<file path="src/rtl/dmem_io_pkg.sv">
// Shared definitions for the data-memory / peripheral bridge: register
// offsets inside the peripheral block, timer states and the LFSR recipe.
package dmem_io_pkg;

  // Word offsets from IO_BASE; offsets 6 and 7 are reserved.
  localparam logic [2:0] OFF_LED     = 3'd0;
  localparam logic [2:0] OFF_BTNSTAT = 3'd1;
  localparam logic [2:0] OFF_BTNLVL  = 3'd2;
  localparam logic [2:0] OFF_TLOAD   = 3'd3;
  localparam logic [2:0] OFF_TSTAT   = 3'd4;
  localparam logic [2:0] OFF_RNG     = 3'd5;

  typedef enum logic {
    IDLE = 1'b0,
    RUN  = 1'b1
  } timer_state_e;

  // x^16+x^14+x^13+x^11+1, shifting left: feedback from bits 15,13,12,10.
  localparam logic [15:0] LFSR_SEED = 16'hACE1;
  localparam logic [15:0] LFSR_TAPS = 16'hB400;

  function automatic logic [15:0] lfsr_next(input logic [15:0] s);
    return {s[14:0], ^(s & LFSR_TAPS)};
  endfunction

endpackage

</file>
<file path="src/rtl/dmem_io_bridge_button_debouncer.sv">
// One button: two-flop synchroniser, hold counter and debounced level.
// rise_o is high in the cycle whose rising edge moves the level 0->1.
module button_debouncer #(
  parameter int DB_CYCLES = 250000
) (
  input  logic clk_i,
  input  logic rst_ni,
  input  logic raw_i,
  output logic level_o,
  output logic rise_o
);

  localparam int CW = (DB_CYCLES > 1) ? $clog2(DB_CYCLES) : 1;
  localparam logic [CW-1:0] CNT_MAX = CW'(DB_CYCLES - 1);

  logic          sync1_q, sync2_q;
  logic          level_q, level_d;
  logic [CW-1:0] cnt_q, cnt_d;
  logic          flip;

  // Bring the asynchronous button into the clock domain.
  always_ff @(posedge clk_i or negedge rst_ni) begin
    if (!rst_ni) begin
      sync1_q <= 1'b0;
      sync2_q <= 1'b0;
    end else begin
      sync1_q <= raw_i;
      sync2_q <= sync1_q;
    end
  end

  // Count how long the synced input has disagreed with the level; flip when held long enough.
  always_comb begin
    flip    = 1'b0;
    cnt_d   = cnt_q;
    level_d = level_q;
    if (sync2_q == level_q) begin
      cnt_d = '0;
    end else if (cnt_q == CNT_MAX) begin
      cnt_d   = '0;
      level_d = ~level_q;
      flip    = 1'b1;
    end else begin
      cnt_d = cnt_q + CW'(1);
    end
  end

  // Hold counter and debounced level registers.
  always_ff @(posedge clk_i or negedge rst_ni) begin
    if (!rst_ni) begin
      cnt_q   <= '0;
      level_q <= 1'b0;
    end else begin
      cnt_q   <= cnt_d;
      level_q <= level_d;
    end
  end

  assign level_o = level_q;
  // A flip while the synced input is high can only be a 0->1 change.
  assign rise_o  = flip & sync2_q;

endmodule

</file>
<file path="src/rtl/dmem_io_bridge.sv">
// Data-memory port bridge: splits processor loads/stores between the data
// RAM and the Simon-game peripheral block (LEDs, buttons, timer, LFSR).
// Load data is registered on the falling edge so it is stable for the
// processor's MW latch at the following rising edge, like the RAM.
module dmem_io_bridge
  import dmem_io_pkg::*;
#(
  parameter int          RAM_AW    = 12,
  parameter logic [31:0] IO_BASE   = 32'h1000,
  parameter int          N_BTN     = 4,
  parameter int          DB_CYCLES = 250000,
  parameter int          TICK_DIV  = 50000
) (
  input  logic              clock,
  input  logic              reset,
  input  logic [31:0]       address_dmem,
  input  logic [31:0]       data,
  input  logic              wren,
  output logic [31:0]       q_dmem,
  output logic [RAM_AW-1:0] ram_addr,
  output logic [31:0]       ram_d,
  output logic              ram_we,
  input  logic [31:0]       ram_q,
  input  logic [N_BTN-1:0]  btn_raw,
  output logic [N_BTN-1:0]  leds,
  output logic              timer_irq
);

  localparam int PW = (TICK_DIV > 1) ? $clog2(TICK_DIV) : 1;
  localparam logic [PW-1:0] PRESC_MAX = PW'(TICK_DIV - 1);

  // Address decode.
  logic       ram_hit, io_hit;
  logic [2:0] io_off;
  logic       wr_io, wr_led, wr_btnstat, wr_tload, wr_tstat;

  assign ram_hit    = (address_dmem[31:RAM_AW] == '0);
  assign io_hit     = (address_dmem[31:3] == IO_BASE[31:3]);
  assign io_off     = address_dmem[2:0];
  assign wr_io      = wren & io_hit;
  assign wr_led     = wr_io && (io_off == OFF_LED);
  assign wr_btnstat = wr_io && (io_off == OFF_BTNSTAT);
  assign wr_tload   = wr_io && (io_off == OFF_TLOAD);
  assign wr_tstat   = wr_io && (io_off == OFF_TSTAT);

  assign ram_addr = address_dmem[RAM_AW-1:0];
  assign ram_d    = data;
  assign ram_we   = wren & ram_hit;

  // LED register.
  logic [N_BTN-1:0] leds_q;

  // Store to LED takes only the low N_BTN bits.
  always_ff @(posedge clock or negedge reset) begin
    if (!reset) begin
      leds_q <= '0;
    end else if (wr_led) begin
      leds_q <= data[N_BTN-1:0];
    end
  end

  assign leds = leds_q;

  // Buttons.
  logic [N_BTN-1:0] btn_lvl, btn_rise;
  logic [N_BTN-1:0] btnstat_q, btnstat_d, btn_clr;

  for (genvar i = 0; i < N_BTN; i++) begin : g_btn
    button_debouncer #(
      .DB_CYCLES(DB_CYCLES)
    ) u_db (
      .clk_i  (clock),
      .rst_ni (reset),
      .raw_i  (btn_raw[i]),
      .level_o(btn_lvl[i]),
      .rise_o (btn_rise[i])
    );
  end

  // Sticky press flags: write-one-to-clear, a new press in the same cycle wins.
  always_comb begin
    btn_clr   = wr_btnstat ? data[N_BTN-1:0] : '0;
    btnstat_d = (btnstat_q & ~btn_clr) | btn_rise;
  end

  // Press flag register.
  always_ff @(posedge clock or negedge reset) begin
    if (!reset) begin
      btnstat_q <= '0;
    end else begin
      btnstat_q <= btnstat_d;
    end
  end

  // Countdown timer.
  timer_state_e  state_q;
  logic [15:0]   count_q;
  logic [PW-1:0] presc_q;
  logic          busy_q, expired_q;
  logic          tick, expired_set, expired_clr;

  assign tick        = (state_q == RUN) && (presc_q == PRESC_MAX);
  assign expired_set = wr_tload ? (data[15:0] == 16'd0) : (tick && (count_q == 16'd1));
  assign expired_clr = wr_tstat & data[1];

  // Timer FSM: a TLOAD always (re)starts from a clean prescaler; reaching zero parks in IDLE.
  always_ff @(posedge clock or negedge reset) begin
    if (!reset) begin
      state_q   <= IDLE;
      count_q   <= '0;
      presc_q   <= '0;
      busy_q    <= 1'b0;
      expired_q <= 1'b0;
    end else begin
      if (wr_tload) begin
        presc_q <= '0;
        if (data[15:0] == 16'd0) begin
          state_q <= IDLE;
          count_q <= '0;
          busy_q  <= 1'b0;
        end else begin
          state_q <= RUN;
          count_q <= data[15:0];
          busy_q  <= 1'b1;
        end
      end else if (state_q == RUN) begin
        if (tick) begin
          presc_q <= '0;
          count_q <= count_q - 16'd1;
          if (count_q == 16'd1) begin
            state_q <= IDLE;
            busy_q  <= 1'b0;
          end
        end else begin
          presc_q <= presc_q + PW'(1);
        end
      end
      expired_q <= expired_set | (expired_q & ~expired_clr);
    end
  end

  assign timer_irq = expired_q;

  // Free-running random source.
  logic [15:0] lfsr_q;

  // Steps every clock; a nonzero seed keeps it off the all-zero lockup state.
  always_ff @(posedge clock or negedge reset) begin
    if (!reset) begin
      lfsr_q <= LFSR_SEED;
    end else begin
      lfsr_q <= lfsr_next(lfsr_q);
    end
  end

  // Read path.
  logic [31:0] io_rdata_d, io_rdata_q;
  logic        sel_ram_q;

  // Peripheral read value; unmapped and reserved addresses read as zero.
  always_comb begin
    io_rdata_d = '0;
    if (io_hit) begin
      case (io_off)
        OFF_LED:     io_rdata_d[N_BTN-1:0] = leds_q;
        OFF_BTNSTAT: io_rdata_d[N_BTN-1:0] = btnstat_q;
        OFF_BTNLVL:  io_rdata_d[N_BTN-1:0] = btn_lvl;
        OFF_TSTAT:   io_rdata_d[1:0]       = {expired_q, busy_q};
        OFF_RNG:     io_rdata_d[15:0]      = lfsr_q;
        default:     io_rdata_d            = '0;
      endcase
    end
  end

  // Capture source select and peripheral data on the falling edge, alongside the RAM read.
  always_ff @(negedge clock or negedge reset) begin
    if (!reset) begin
      sel_ram_q  <= 1'b0;
      io_rdata_q <= '0;
    end else begin
      sel_ram_q  <= ram_hit;
      io_rdata_q <= io_rdata_d;
    end
  end

  assign q_dmem = sel_ram_q ? ram_q : io_rdata_q;

endmodule

</file>
<file path="config.mk">
export PLATFORM = sky130hd
export DESIGN_NAME = dmem_io_bridge
export DESIGN_NICKNAME = d
export VERILOG_FILES = /design/src/rtl/dmem_io_pkg.sv /design/src/rtl/dmem_io_bridge_button_debouncer.sv /design/src/rtl/dmem_io_bridge.sv
export SDC_FILE = /design/constraint.sdc
export NUM_CORES = 1
export LEC_CHECK = 0
export CORE_MARGIN = 1
export CORE_UTILIZATION = 41
export DETAILED_ROUTE_END_ITERATION = 10
export GPL_TIMING_DRIVEN = 0
export PLACE_DENSITY_LB_ADDON = 0.2
export SLEW_MARGIN = 40
export SYNTH_ARGS = -nofsm -noshare
export SYNTH_HDL_FRONTEND = slang
export SYNTH_SLANG_ARGS = --single-unit
</file>
<file path="constraint.sdc">
create_clock -name clock -period 3.4 [get_ports clock]
set_input_delay 0.34 -clock clock [delete_from_list [all_inputs] [get_ports clock]]
set_output_delay 0.34 -clock clock [all_outputs]
set_load 0.1 [all_outputs]
</file>
# Yosys cells after proc, flatten, opt, wreduce, memory -nomap -nowiden
# Cells that the tools add are included.
# Widths: inputs -> output; s select.
[word_totals] register_bits=176 input_bits=103 output_inout_bits=82
[classes] mux=39 reduce_logical=19 bitwise=21 n_eq_ne=16 add_sub_neg=6
[op_table] operator="$mux 18" n=8
[op_table] operator="$mux 16" n=8
[op_table] operator="$add 18x1->18 const B" n=4
[op_table] operator="$eq 18x18->1 const B" n=4
[op_table] operator="$mux 32" n=1
[op_table] operator="$eq 29x10->1 const B" n=1
[op_table] operator="$logic_not 20->1" n=1
[op_table] operator="$mux 1" n=18
[op_table] operator="$add 16x1->16 const B" n=1
[op_table] operator="$eq 16x1->1 const B" n=1
[op_table] operator="$eq 16x16->1 const B" n=1
[op_table] operator="$logic_not 16->1" n=1
[op_table] operator="$reduce_xor 16->1" n=1
[op_table] operator="$sub 16x1->16 const B" n=1
[op_table] operator="$mux 12" n=1
[op_table] operator="$pmux 2 s5" n=1
[op_table] operator="$reduce_and 2->1" n=5
[op_table] operator="$not 1->1" n=9
[op_table] operator="$and 1x1->1" n=8
[op_table] operator="$pmux 2 s4" n=1
[op_table] operator="$eq 3x2->1 const B" n=2
[op_table] operator="$eq 3x3->1 const B" n=2
[op_table] operator="$logic_and 1x1->1" n=6
[op_table] operator="$reduce_bool 2->1" n=3
[op_table] operator="other kinds (9)" n=12

# Depth between registers and ports, before layout
[logic_depth] depth_word=7 depth_mapped=7 depth_no_buf=6

# By module
# Synthesis repeated with hierarchy kept, for this count alone.
[unflattened] hier_cells=839 area_unflattened_um2=8528.2
[modules_own_cells] mod="dmem_io_bridge" area_per_inst_um2=4389.2 instances=1 cells_per_inst=443 seq_area_each_um2=1911.8
[modules_own_cells] mod="button_debouncer" area_per_inst_um2=1034.7 instances=4 cells_per_inst=99 seq_area_each_um2=525.5

==> metrics <==
failing checks=negative setup slack; power after layout=around 4400 uW; final hold violation count=0; Critical Path AT=between 3000 and 4000 ps; Inst Count DP=between 1000 and 1500; final worst slack=-257 ps; hold slack=approximately 350 ps; initial antenna violation count=1; core area=~19000 um2; Nets=between 1000 and 1500; Synth area leaders=dfrtp_1 (42%), xor2_1 (6.1%), nor2_1 (5.5%); grt ovf=0; clock transition at the registers of the reported paths=60 ps; Cells after Synth=795; CTS tree=done; CTS root buffer=clkbuf_16; Setup crit start kind=register; worst-margin pin slew=about 800 ps; Comb power frac=11.6%; Routed Antenna Nets=0; reg2reg start=leds[3]; max_slew headroom=45.5%; share of cells above drive strength 1=between 20% and 30%; die extent in y=142 um; reg2reg path depth=5; Core Rows=50; vias in the first global route=6096; VDD IR-drop max=around 0.35 mV; total track usage=around a fifth; status=finished, violations left; global-route wire length before repair=about 32 mm; Util after Layout=between 50% and 60%; Synth cell types=between 40 and 50; sequential share of the synthesized area=around 50%; Clock Skews=around 26 ps; CP Class=register to output pin; Setup crit end kind=output pin; unrepaired setup endpoints after global routing=true; clock tree buffer depth=2; Reg power frac=around 44%; total internal power=~3300 uW; Post-Syn Nets=between 900 and 1000; Total Wirelength=between 20 and 25 mm; vias after detailed routing=about 6300; WL per Instance=approximately 16 um; Placed Area=~9700 um2; RD Place Congestion=around 0.8; LEAKAGE=around 0.0048 uW; cell area after synthesis=around 8000 um2; Num CTS Buffers=17; Chip Width=roughly 140 um; largest net degree at the start of global routing=between 60 and 70; Layout Cells excl Fill=roughly 1300; Worst Hold Launch=g_btn[2].u_db.sync1_q; drt pass-1 iters=5; FF+latch count, synth=160; design area=between 10000 and 15000 um2; yosys warns=0; Slew Viols, Final=0; io pins=around 190; final setup fails=22; synth-to-layout area growth=38.8%; post-DR vias/cell=4.99; Synth area leader=dfrtp_1; drt drc=0; critical path fanouts, max=5; FF-to-FF setup slack=460 ps; CTS HTree Levels=4; clock sinks=between 150 and 200; Syn Area/Cell=a little over 10 um2; worst r2r dst=io_rdata_q[3]; Die Area=slightly above 20000 um2; hold-critical path depth=0; Sw Share=about 25%; hold endpoint=g_btn[2].u_db.sync2_q; worst min-delay path class=register to register; Power Density=approximately 390 nW/um2; PortBufs=~170; 1st-iter DRT viols=280; Max-Cap Viols=0; clock share of power=44.0%; Synth top area share=42.1%; hpwl dp=approximately 14 mm; Initial Util=42.3%; Data required, critical path=3060 ps; sw power=approximately 1100 uW; Clock Latency Late Sink=between 400 and 500 ps
-- cell families after synthesis --
kind of cell	Yosys count	share of synthesized area (%)
XOR/XNOR	96	10.5
AO/OA/AOI/OAI	39	2.78
AND/OR/NAND/NOR	384	25.3
flip-flops	160	50.1
multiplexers	29	4.32
adder cells (fa/ha/maj)	7	1.09
buffers and inverters	80	5.99
-- power by group through the flow --
stage               Sequential [uW]  Combinational [uW]  Clock [uW]
floorplan                      1970                 294           0
global placement               1970                 518           0
detailed placement             1970                 502           0
CTS                            1940                 509        1950
global route                   1940                 535        2040
finish                         1940                 506        1920
-- worst max-delay path by stage --
stage	start	to	slack, ps	cells after the start
floorplan	sel_ram_q	q_dmem[10]	-30	2
global placement	reset	io_rdata_q[14]	-6070	1
detailed placement	address_dmem[23]	io_rdata_q[1]	-950	6
CTS	sel_ram_q	q_dmem[2]	-280	4
global route	sel_ram_q	q_dmem[4]	-300	4
finish	sel_ram_q	q_dmem[4]	-260	4
-- cells in the final DEF (no fill, tap or decap), types with 13 or more instances in the layout --
cell type,netlist,routed
and2_1,35,19
buf_12,0,33
buf_2,6,56
buf_4,44,52
clkbuf_16,0,22
clkdlybuf4s50_1,0,74
dfrtn_1,17,17
dfrtp_1,135,135
inv_1,13,13
mux2_4,0,16
nand2_1,53,52
nand3_1,46,46
nand4_1,24,24
nor2_1,117,116
nor3_1,21,20
nor4_1,27,23
o21ai_0,19,19
xnor2_1,40,40
xor2_1,56,56
-- worst max-delay path: stages, from the launching register on --
cell and delay (ps):
dfrtn_1 420, buf_6 150, clkbuf_16 160, mux2_4 320, buf_12 170
-- metrics by stage --
stage	worst slack, ps	setup TNS (ps)
detailed placement	-951	-22420
global route	-296	-5940
CTS	-278	-4680
floorplan	-27.6	-276
finish	-257	-4580
global placement	-6070	-789880
-- repair_timing --
action                                  4_1_cts  5_1_grt
endpoints found under the setup margin       49       45
gates cloned                                  1        1
buffers inserted                              9        1
gates resized for setup                     147       48
hold endpoints to repair                     36        0
pin swaps                                     6        7
hold buffers                                  1        0
-- registers in the layout, summed over array words and instances (netlist names) --
signal              count
leds                    4
g_btn.u_db.sync1_q      4
busy_q                  1
sel_ram_q               1
state_q                 1
g_btn.u_db.cnt_q       72
io_rdata_q             16
lfsr_q                 16
g_btn.u_db.sync2_q      4
timer_irq               1
btnstat_q               4
count_q                16
presc_q                16
g_btn.u_db.level_o      4
-- synthesized netlist by cell type (all sizes together) --
cell type,n
a211oi,4
a21o,3
a21oi,7
a22oi,1
a31oi,1
a41oi,1
and2,35
and3,6
and4,8
and4b,1
buf,52
clkbuf,15
dfrtn,17
dfrtp,135
dfstp,8
ha,7
inv,13
mux2,25
mux2i,2
mux4,2
nand2,53
nand2b,10
nand3,46
nand3b,6
nand4,24
nand4b,5
nor2,117
nor2b,2
nor3,21
nor3b,3
nor4,32
nor4b,1
nor4bb,1
o21ai,20
o22ai,2
or2,3
or3,3
or4,6
or4bb,1
xnor2,40
xor2,56
-- area by class of cell --
cell class,instances,area [um2]
plain buffers,66,478
clock inverters,6,36.3
multi-input cells,555,3680
well taps,260,325
fillers,1599,7830
flip-flops and latches,160,4010
clock buffers,26,573
inverters,13,48.8
diodes,1,2.50
repair buffers,183,1960
-- layer usage --
metal,wire length (um),up-vias,part of all wire [%],GRT usage (%)
li1,-,3087,-,-
met1,8740,3051,43,25.8
met2,10200,179,50,35.0
met3,1140,20,5.6,5.20
met4,323,0,1.6,6.90
met5,0,-,0,0
No activity file was read; power rests on OpenSTA's default activity.
